**src/rtl/mem_port_arbiter_pkg.sv**
```systemverilog
// Shared types for the IF/Mem DRAM port arbiter.
// Imported by mem_port_arbiter.
package mem_port_arbiter_pkg;

    typedef enum logic [1:0] {
        ARB_IDLE  = 2'd0,
        ARB_ISSUE = 2'd1,
        ARB_WAIT  = 2'd2
    } arb_state_e;

    typedef enum logic [1:0] {
        OWN_NONE = 2'd0,
        OWN_IF   = 2'd1,
        OWN_DATA = 2'd2
    } arb_owner_e;

    localparam logic [31:0] ARB_ERR_DATA = 32'hDEAD_BEEF;

endpackage

```
**src/rtl/mem_port_arbiter.sv**
```systemverilog
// Single-ported DRAM arbiter: data port over fetch, starvation
// guard for fetch, fetch kill on flush, and response timeout.
module mem_port_arbiter
    import mem_port_arbiter_pkg::*;
#(
    parameter int unsigned STARVE_LIMIT   = 4,
    parameter int unsigned TIMEOUT_CYCLES = 64,
    parameter logic [31:0] ERR_DATA       = ARB_ERR_DATA
) (
    input  logic        clock,
    input  logic        reset,
    input  logic        mem_en,
    input  logic        if_req_ip,
    input  logic [31:0] if_addr_ip,
    input  logic        if_kill_ip,
    output logic        if_gnt_op,
    output logic        if_rvalid_op,
    output logic [31:0] if_rdata_op,
    input  logic        d_req_ip,
    input  logic        d_we_ip,
    input  logic [3:0]  d_be_ip,
    input  logic [31:0] d_addr_ip,
    input  logic [31:0] d_wdata_ip,
    output logic        d_gnt_op,
    output logic        d_rvalid_op,
    output logic [31:0] d_rdata_op,
    output logic        mem_req_op,
    output logic        mem_we_op,
    output logic [3:0]  mem_be_op,
    output logic [31:0] mem_addr_op,
    output logic [31:0] mem_wdata_op,
    input  logic        mem_gnt_ip,
    input  logic        mem_rvalid_ip,
    input  logic [31:0] mem_rdata_ip,
    output logic        busy_op,
    output logic        err_op
);

    localparam logic [3:0] STARVE_L = 4'(STARVE_LIMIT);

    arb_state_e  state_q, state_d;
    arb_owner_e  owner_q, owner_d;
    logic [3:0]  streak_q, streak_d;
    logic [15:0] tmo_q, tmo_d;
    logic        kill_q, kill_d;
    logic        err_q, err_d;
    logic        we_q, we_d;
    logic [3:0]  be_q, be_d;
    logic [31:0] addr_q, addr_d;
    logic [31:0] wdata_q, wdata_d;

    logic        arb_any;
    logic        if_win;
    logic        resp;
    logic        tmo_hit;
    logic        done;
    logic [31:0] rsp_data;

    always_comb begin
        state_d      = state_q;
        owner_d      = owner_q;
        streak_d     = streak_q;
        tmo_d        = tmo_q;
        kill_d       = kill_q;
        we_d         = we_q;
        be_d         = be_q;
        addr_d       = addr_q;
        wdata_d      = wdata_q;
        if_gnt_op    = 1'b0;
        d_gnt_op     = 1'b0;
        if_rvalid_op = 1'b0;
        if_rdata_op  = 32'd0;
        d_rvalid_op  = 1'b0;
        d_rdata_op   = 32'd0;

        arb_any  = mem_en && (if_req_ip || d_req_ip);
        if_win   = if_req_ip && (!d_req_ip || streak_q == STARVE_L);
        resp     = (state_q == ARB_WAIT) && mem_rvalid_ip;
        // A real response in the same cycle beats the timeout
        tmo_hit  = (TIMEOUT_CYCLES != 0) && (state_q != ARB_IDLE)
                   && !resp && (32'(tmo_q) == TIMEOUT_CYCLES);
        done     = resp || tmo_hit;
        rsp_data = resp ? mem_rdata_ip : ERR_DATA;
        err_d    = err_q | tmo_hit;

        unique case (state_q)
            ARB_IDLE: begin
                tmo_d = 16'd0;
                if (!if_req_ip) streak_d = 4'd0;
                if (arb_any) begin
                    state_d = ARB_ISSUE;
                    if (if_win) begin
                        if_gnt_op = 1'b1;
                        owner_d   = OWN_IF;
                        streak_d  = 4'd0;
                        we_d      = 1'b0;
                        be_d      = 4'hF;
                        addr_d    = if_addr_ip;
                        wdata_d   = 32'd0;
                        kill_d    = if_kill_ip;
                    end else begin
                        d_gnt_op = 1'b1;
                        owner_d  = OWN_DATA;
                        if (if_req_ip && streak_q != 4'hF)
                            streak_d = streak_q + 4'd1;
                        we_d     = d_we_ip;
                        be_d     = d_be_ip;
                        addr_d   = d_addr_ip;
                        wdata_d  = d_wdata_ip;
                        kill_d   = 1'b0;
                    end
                end
            end
            ARB_ISSUE, ARB_WAIT: begin
                tmo_d = tmo_q + 16'd1;
                if (owner_q == OWN_IF && if_kill_ip) kill_d = 1'b1;
                if (done) begin
                    state_d = ARB_IDLE;
                    owner_d = OWN_NONE;
                    kill_d  = 1'b0;
                    tmo_d   = 16'd0;
                    if (owner_q == OWN_IF && !kill_q && !if_kill_ip) begin
                        if_rvalid_op = 1'b1;
                        if_rdata_op  = rsp_data;
                    end
                    if (owner_q == OWN_DATA) begin
                        d_rvalid_op = 1'b1;
                        d_rdata_op  = rsp_data;
                    end
                end else if (state_q == ARB_ISSUE && mem_gnt_ip) begin
                    state_d = ARB_WAIT;
                end
            end
            default: begin
                state_d = ARB_IDLE;
                owner_d = OWN_NONE;
            end
        endcase
    end

    always_ff @(posedge clock or negedge reset) begin
        if (!reset) begin
            state_q  <= ARB_IDLE;
            owner_q  <= OWN_NONE;
            streak_q <= 4'd0;
            tmo_q    <= 16'd0;
            kill_q   <= 1'b0;
            err_q    <= 1'b0;
            we_q     <= 1'b0;
            be_q     <= 4'd0;
            addr_q   <= 32'd0;
            wdata_q  <= 32'd0;
        end else begin
            state_q  <= state_d;
            owner_q  <= owner_d;
            streak_q <= streak_d;
            tmo_q    <= tmo_d;
            kill_q   <= kill_d;
            err_q    <= err_d;
            we_q     <= we_d;
            be_q     <= be_d;
            addr_q   <= addr_d;
            wdata_q  <= wdata_d;
        end
    end

    assign mem_req_op   = (state_q == ARB_ISSUE);
    assign mem_we_op    = we_q;
    assign mem_be_op    = be_q;
    assign mem_addr_op  = addr_q;
    assign mem_wdata_op = wdata_q;
    assign busy_op      = (state_q != ARB_IDLE);
    assign err_op       = err_q;

endmodule

```
**config.mk**
```make
export PLATFORM = sky130hd
export DESIGN_NAME = mem_port_arbiter
export DESIGN_NICKNAME = d
export VERILOG_FILES = /design/src/rtl/mem_port_arbiter_pkg.sv /design/src/rtl/mem_port_arbiter.sv
export SDC_FILE = /design/constraint.sdc
export NUM_CORES = 1
export LEC_CHECK = 0
export ABC_AREA = 1
export BUFFER_PORTS_ARGS = -buffer_cell sky130_fd_sc_hd__buf_2
export CAP_MARGIN = 15
export CORE_ASPECT_RATIO = 0.7
export CORE_MARGIN = 5
export CORE_UTILIZATION = 40
export CTS_CLUSTER_DIAMETER = 50
export DETAILED_ROUTE_END_ITERATION = 6
export PLACE_DENSITY = 0.77
export SYNTH_ARGS = -nofsm -noshare
export SYNTH_HDL_FRONTEND = slang
export SYNTH_SLANG_ARGS = --single-unit
```
**constraint.sdc**
```tcl
create_clock -name clock -period 1.72 [get_ports clock]
set_input_delay 0.086 -clock clock [delete_from_list [all_inputs] [get_ports clock]]
set_output_delay 0.086 -clock clock [all_outputs]
set_load 0.05 [all_outputs]
```
Word-level counts from Yosys, hierarchy flattened
Index checks and enable logic that the tools add are counted.
W data, S select, Z words.
- flip-flop bits (word level): 95
- bits in latches: 0
- memory bits (writable): 0
- memory bits (read-only): 0
- bits of input ports: 141
- output and inout bits: 140
- word-level logic and storage cells: 91
- memories: 0
- add/subtract/negate cells: 2
- multiply operators: 0
- div/mod/pow operators: 0
- magnitude comparators: 0
- equality and inequality tests: 11
- shift operators: 0
- multiplexer cells: 42
- bitwise logic cells: 1
- reduce and logical (&&, ||, !) cells: 25
- operator list (cell ; number):
    $mux W32 ; 9
    $pmux W16 S2 ; 1
    $mux W4 ; 5
    $mux W1 ; 17
    $add A16 B1 Y16 const B ; 1
    $eq A16 B7 Y1 const B ; 1
    $mux W16 ; 1
    $mux W2 ; 6
    $logic_and A1 B1 Y1 ; 10
    $pmux W2 S2 ; 2
    $ne A3 B3 Y1 const B ; 2
    $reduce_and A2 Y1 ; 3
    $add A4 B1 Y4 const B ; 1
    $eq A2 B1 Y1 const B ; 2
    $eq A2 B2 Y1 const B ; 2
    $eq A4 B3 Y1 const B ; 1
    $logic_not A1 Y1 ; 4
    $ne A2 B2 Y1 const B ; 2
    $ne A4 B4 Y1 const B ; 1
    $reduce_bool A2 Y1 ; 2
    $logic_or A1 B1 Y1 ; 3
    $reduce_and A3 Y1 ; 1
    $logic_not A2 Y1 ; 1
    $pmux W1 S2 ; 1
    other kinds (2) ; 2

Depth between registers and ports, before layout
- depth in word-level cells: 8
- mapped depth: 11
- depth with buffers taken out: 10

Worst setup path after synthesis
OpenSTA, ideal clock, no wires.
- kind: register to output
- start point: register state_q[0]
- end point: output port d_rdata_op[0]
- arrival time: 2388 ps
- data required time: 1634 ps
- slack: -754 ps
- cell stages (with the launch flop): 8
- path buffers: 1
- cells stage by stage: dfrtp_1 -> inv_1 -> ha_1 -> clkbuf_1 -> nand3_1 -> a21oi_4 -> inv_2 -> nor2_1
- cells in the longest elaborated chain, start to end: 8
- elaborated cells between the ends (all ways): 13
- those cells by class: eq/ne (2); mux (4); reduce/logical (7)
- ends and longest elaborated chain (item ; line ; RTL):
    from (decl) ; mem_port_arbiter.sv:41 ; arb_state_e state_q, state_d;
    from (signal assigned) ; mem_port_arbiter.sv:154 ; state_q <= state_d;
    $eq A2 B2 Y1 ; mem_port_arbiter.sv:78, mem_port_arbiter.sv:86 ;
    $logic_and A1 B1 Y1 ; mem_port_arbiter.sv:78 ; resp = (state_q == ARB_WAIT) && mem_rvalid_ip;
    $logic_not A1 Y1 ; mem_port_arbiter.sv:81 ; && !resp && (32'(tmo_q) == TIMEOUT_CYCLES);
    $logic_and A1 B1 Y1 (2 in a row) ; mem_port_arbiter.sv:81 ;
    $logic_or A1 B1 Y1 ; mem_port_arbiter.sv:82 ; done = resp || tmo_hit;
    $mux W32 ; mem_port_arbiter.sv:117 ; if (done) begin
    $mux W32 * ; mem_port_arbiter.sv:86 ; unique case (state_q)
    to (decl) ; mem_port_arbiter.sv:26 ; output logic [31:0] d_rdata_op,
Every way passes the cells marked *; elsewhere a longest branch is shown, timed or not.

Worst setup path after layout
- start point: register state_q[1]
- end point: output port d_rdata_op[1]
The elaborated chain is that of the path after synthesis.

==> flow_summary.toml <==
[run_status]
status = "finished, violations left"
violations = "negative setup slack"

[logic_synthesis]
syn_avg_cell_area_um2 = 8.331
synthArstFlopShare = 1.000
netlist.area_leader.share = 0.4853
netlist_instances = 588
yosys_warnings = 0
ys_top_cells_by_count = "nand2_1 (159), dfrtp_1 (95), nor2_1 (92)"
synth_fp_nets = 737
yosys-top-cells-area = "dfrtp_1 (49%), nand2_1 (12%), nor2_1 (7.0%), a22o_1 (5.9%), nand3_1 (5.3%)"
yosysMostFrequentCell = "nand2_1"
synth_cell_types = 33
synth.yosys.seq_area_share = 0.4853
synthFlopType = "dfrtp_1"
synth-edff-count = 0
ys_seq_elements = 95
synth_area_um2 = 4898
yosys.area.top_type = "dfrtp_1"

[global_routing]
grt_pass1_vias = 6397
antenna_found_initial = 3
grt_max_degree = 49
grt_overflow = 0
track_usage = 0.2842
grt_pass1_wl_mm = 32.77

[place]
dpl_cell_area_um2 = 7333
portBuffers = 280
gp_congestion = 0.8762
dpl.hpwl_mm = 12.50

[floorplan]
fp.dieArea_um2 = 14590
num_rows = 33
die_w_um = 142.3
die_h_um = 102.6
start_util = 0.4134
core_um2 = 11850
ioPinCount = 281

[timing]
drv_slew = 0
finalHoldViolations = 0
worst_slack_ns = -0.7388
clock_skew_ns = 0.01481
fmax_mhz = 406.7
finalCriticalPeriod_ns = 2.459
setup_viol = 164
tightestPinTransition_ns = 0.5351
rsz0062_at_grt = "yes"
fin_crit_sh = 1.430
max_slew_margin = 0.6420

[run]
drv_cap = 0

[clock_network]
h-tree-depth = 3
cts_tree = "yes"
clockRootBuffer = "clkbuf_16"
cts_sinks = 95
clk_pin_slew_ns = 0.08
cts_made_buffers = 9
cts_buffer_depth = 2
clk_latency_ns = 0.34

[route]
drtIter0Drc = 766
vias_per_cell = 5.833
drtPass1Iterations = 6
wirelength_mm = 29.32
drc = 0
post_drt_wl_per_cell_um = 24.23
vias = 7058
drt.antenna.violating_nets = 0

[critical_path]
critPathLaunchType = "flip-flop"
crit_top_cell = "nor2_2"
critPathMaxFanout = 6
slowest_delay_ns = 0.42
arrival_ns = 2.37
end_kind = "output port"
crit_type = "flip-flop to output port"
crit_path_top_delay_cell = "dfrtp_1"
crit_family = "simple AND/OR/NAND/NOR gates"
crit_required_ns = 1.63
crit_buf_inv = 4
cp.depth = 10
path_cells = "inv_2 -> ha_4 -> or2_1 -> nor2_2 -> nand3_4 -> a21oi_4 -> inv_4 -> buf_12 -> nor2_2 -> buf_6"
reg2reg_depth = 12

[power]
pwr_density_cell_nw_per_um2 = 1514
vdd_ir_drop_max_mv = 1.444
p_leak_nw = 5.209

[finish]
nets = 1194
syn_to_final_growth_pct = 108.0
final_area_um2 = 10190
fin_util = 0.8597
drive_gt1_frac = 0.5371

[min_path]
hold_depth = 3
min_path_type = "primary input to flip-flop"
-- layout make-up --
type | instances | area, um^2
repair buffers | 474 | 4069
multi-input cells | 425 | 3047
flip-flops and latches | 95 | 2377
fillers | 439 | 1663
clock buffers | 9 | 225.2
well taps | 157 | 196.4
inverters | 38 | 185.2
clock inverters | 7 | 61.31
repair inverters | 2 | 18.77
diodes | 3 | 7.507
-- state kept, by name (all words and copies together), names as in the netlist --
name,count
err_op,1
kill_q,1
mem_addr_op,32
mem_be_op,4
mem_wdata_op,32
mem_we_op,1
owner_q,2
state_q,2
streak_q,4
tmo_q,16
-- report_power, final --
part	internal (mW)	switching [mW]	total, mW
clock	1.01	0.995	2.01
combinational	3.19	6.40	9.59
sequential	3.08	0.745	3.83
total	7.28	8.14	15.4
-- metrics by stage --
stage	setup slack, ns	power, mW	hold WS, ns	setup TNS (ns)	std cells
6_report	-0.7388	15.42	0.03736	-64.75	1210
3_3_place_gp	-0.1367	10.50	0.07838	-5.679	1050
5_1_grt	-0.7381	15.82	0.05629	-66.70	1210
3_5_place_dp	-0.1616	10.59	0.07435	-7.593	1050
2_1_floorplan	-0.4604	8.766	-0.2096	-20.04	588
4_1_cts	-0.4137	12.98	0.0004431	-22.01	1176
-- logic make-up (layout without fill, tap and decap cells) --
kind of cell    count (synthesis)  after routing  share of synthesized area
simple gates                  356            356                     0.3162
buf+inv                        68            530                    0.07586
flops                          95             95                     0.4853
xor+xnor                       10             10                    0.01788
compound gates                 51             51                    0.08429
other cells                     0              3                          0
fa+ha+maj                       8              8                    0.02044
-- worst paths after layout --
check | startpoint | slack, ns | to
worst min-delay path | d_addr_ip[10] | 0.04 | mem_addr_op[10]
worst max register to register | state_q[1] | -0.48 | state_q[1]
max in group asynchronous | reset | 0.80 | mem_addr_op[15]
min in group asynchronous | reset | 0.26 | mem_wdata_op[19]
worst min register to register | mem_wdata_op[14] | 0.50 | mem_wdata_op[14]
worst max-delay path | state_q[1] | -0.74 | d_rdata_op[1]
-- worst reg2reg max path, stage by stage (launching register included) --
cell and delay, ns:
dfrtp_1 0.42, inv_2 0.08, ha_4 0.17, or2_1 0.23
nor2_2 0.24, nand3_4 0.15, buf_4 0.16, buf_4 0.15
nand3_4 0.12, buf_12 0.12, nand2_4 0.07, nand3_1 0.09
nand2_1 0.08
-- timing repair --
| action | 4_1_cts | 5_1_grt |
|---|---|---|
| setup endpoints to repair | 85 | 158 |
| setup buffers | 8 | 19 |
| gates cloned | 3 | 13 |
| pin swaps | 4 | 20 |
| resized for setup | 150 | 141 |
| hold buffers | 99 | 0 |
| hold endpoints to repair | 102 | 0 |
-- cells in the final DEF (no fill, tap or decap), types with 5 or more instances in the layout --
cell and n:
a22o_1 33, buf_12 17, buf_2 211, buf_4 55, buf_6 66, buf_8 14, clkbuf_16 17, dfrtp_1 95
dlygate4sd3_1 99, ha_1 6, inv_1 26, inv_2 5, inv_6 5, nand2_1 112, nand2_2 24, nand2_4 26
nand3_1 25, nand3_2 25, nor2_1 55, nor2_2 9, nor2_4 51, nor3_4 12, o21ai_0 7, xor2_1 7
-- per-layer routing --
| metal | wire (um) | GRT usage | vias to the layer above |
|---|---|---|---|
| li1 | - | - | 2821 |
| met1 | 9308 | 0.3190 | 3365 |
| met2 | 14660 | 0.5114 | 637 |
| met3 | 2727 | 0.05934 | 235 |
| met4 | 2619 | 0.1556 | 0 |
| met5 | 0 | 0 | - |
Power figures use the tool's default switching activity.
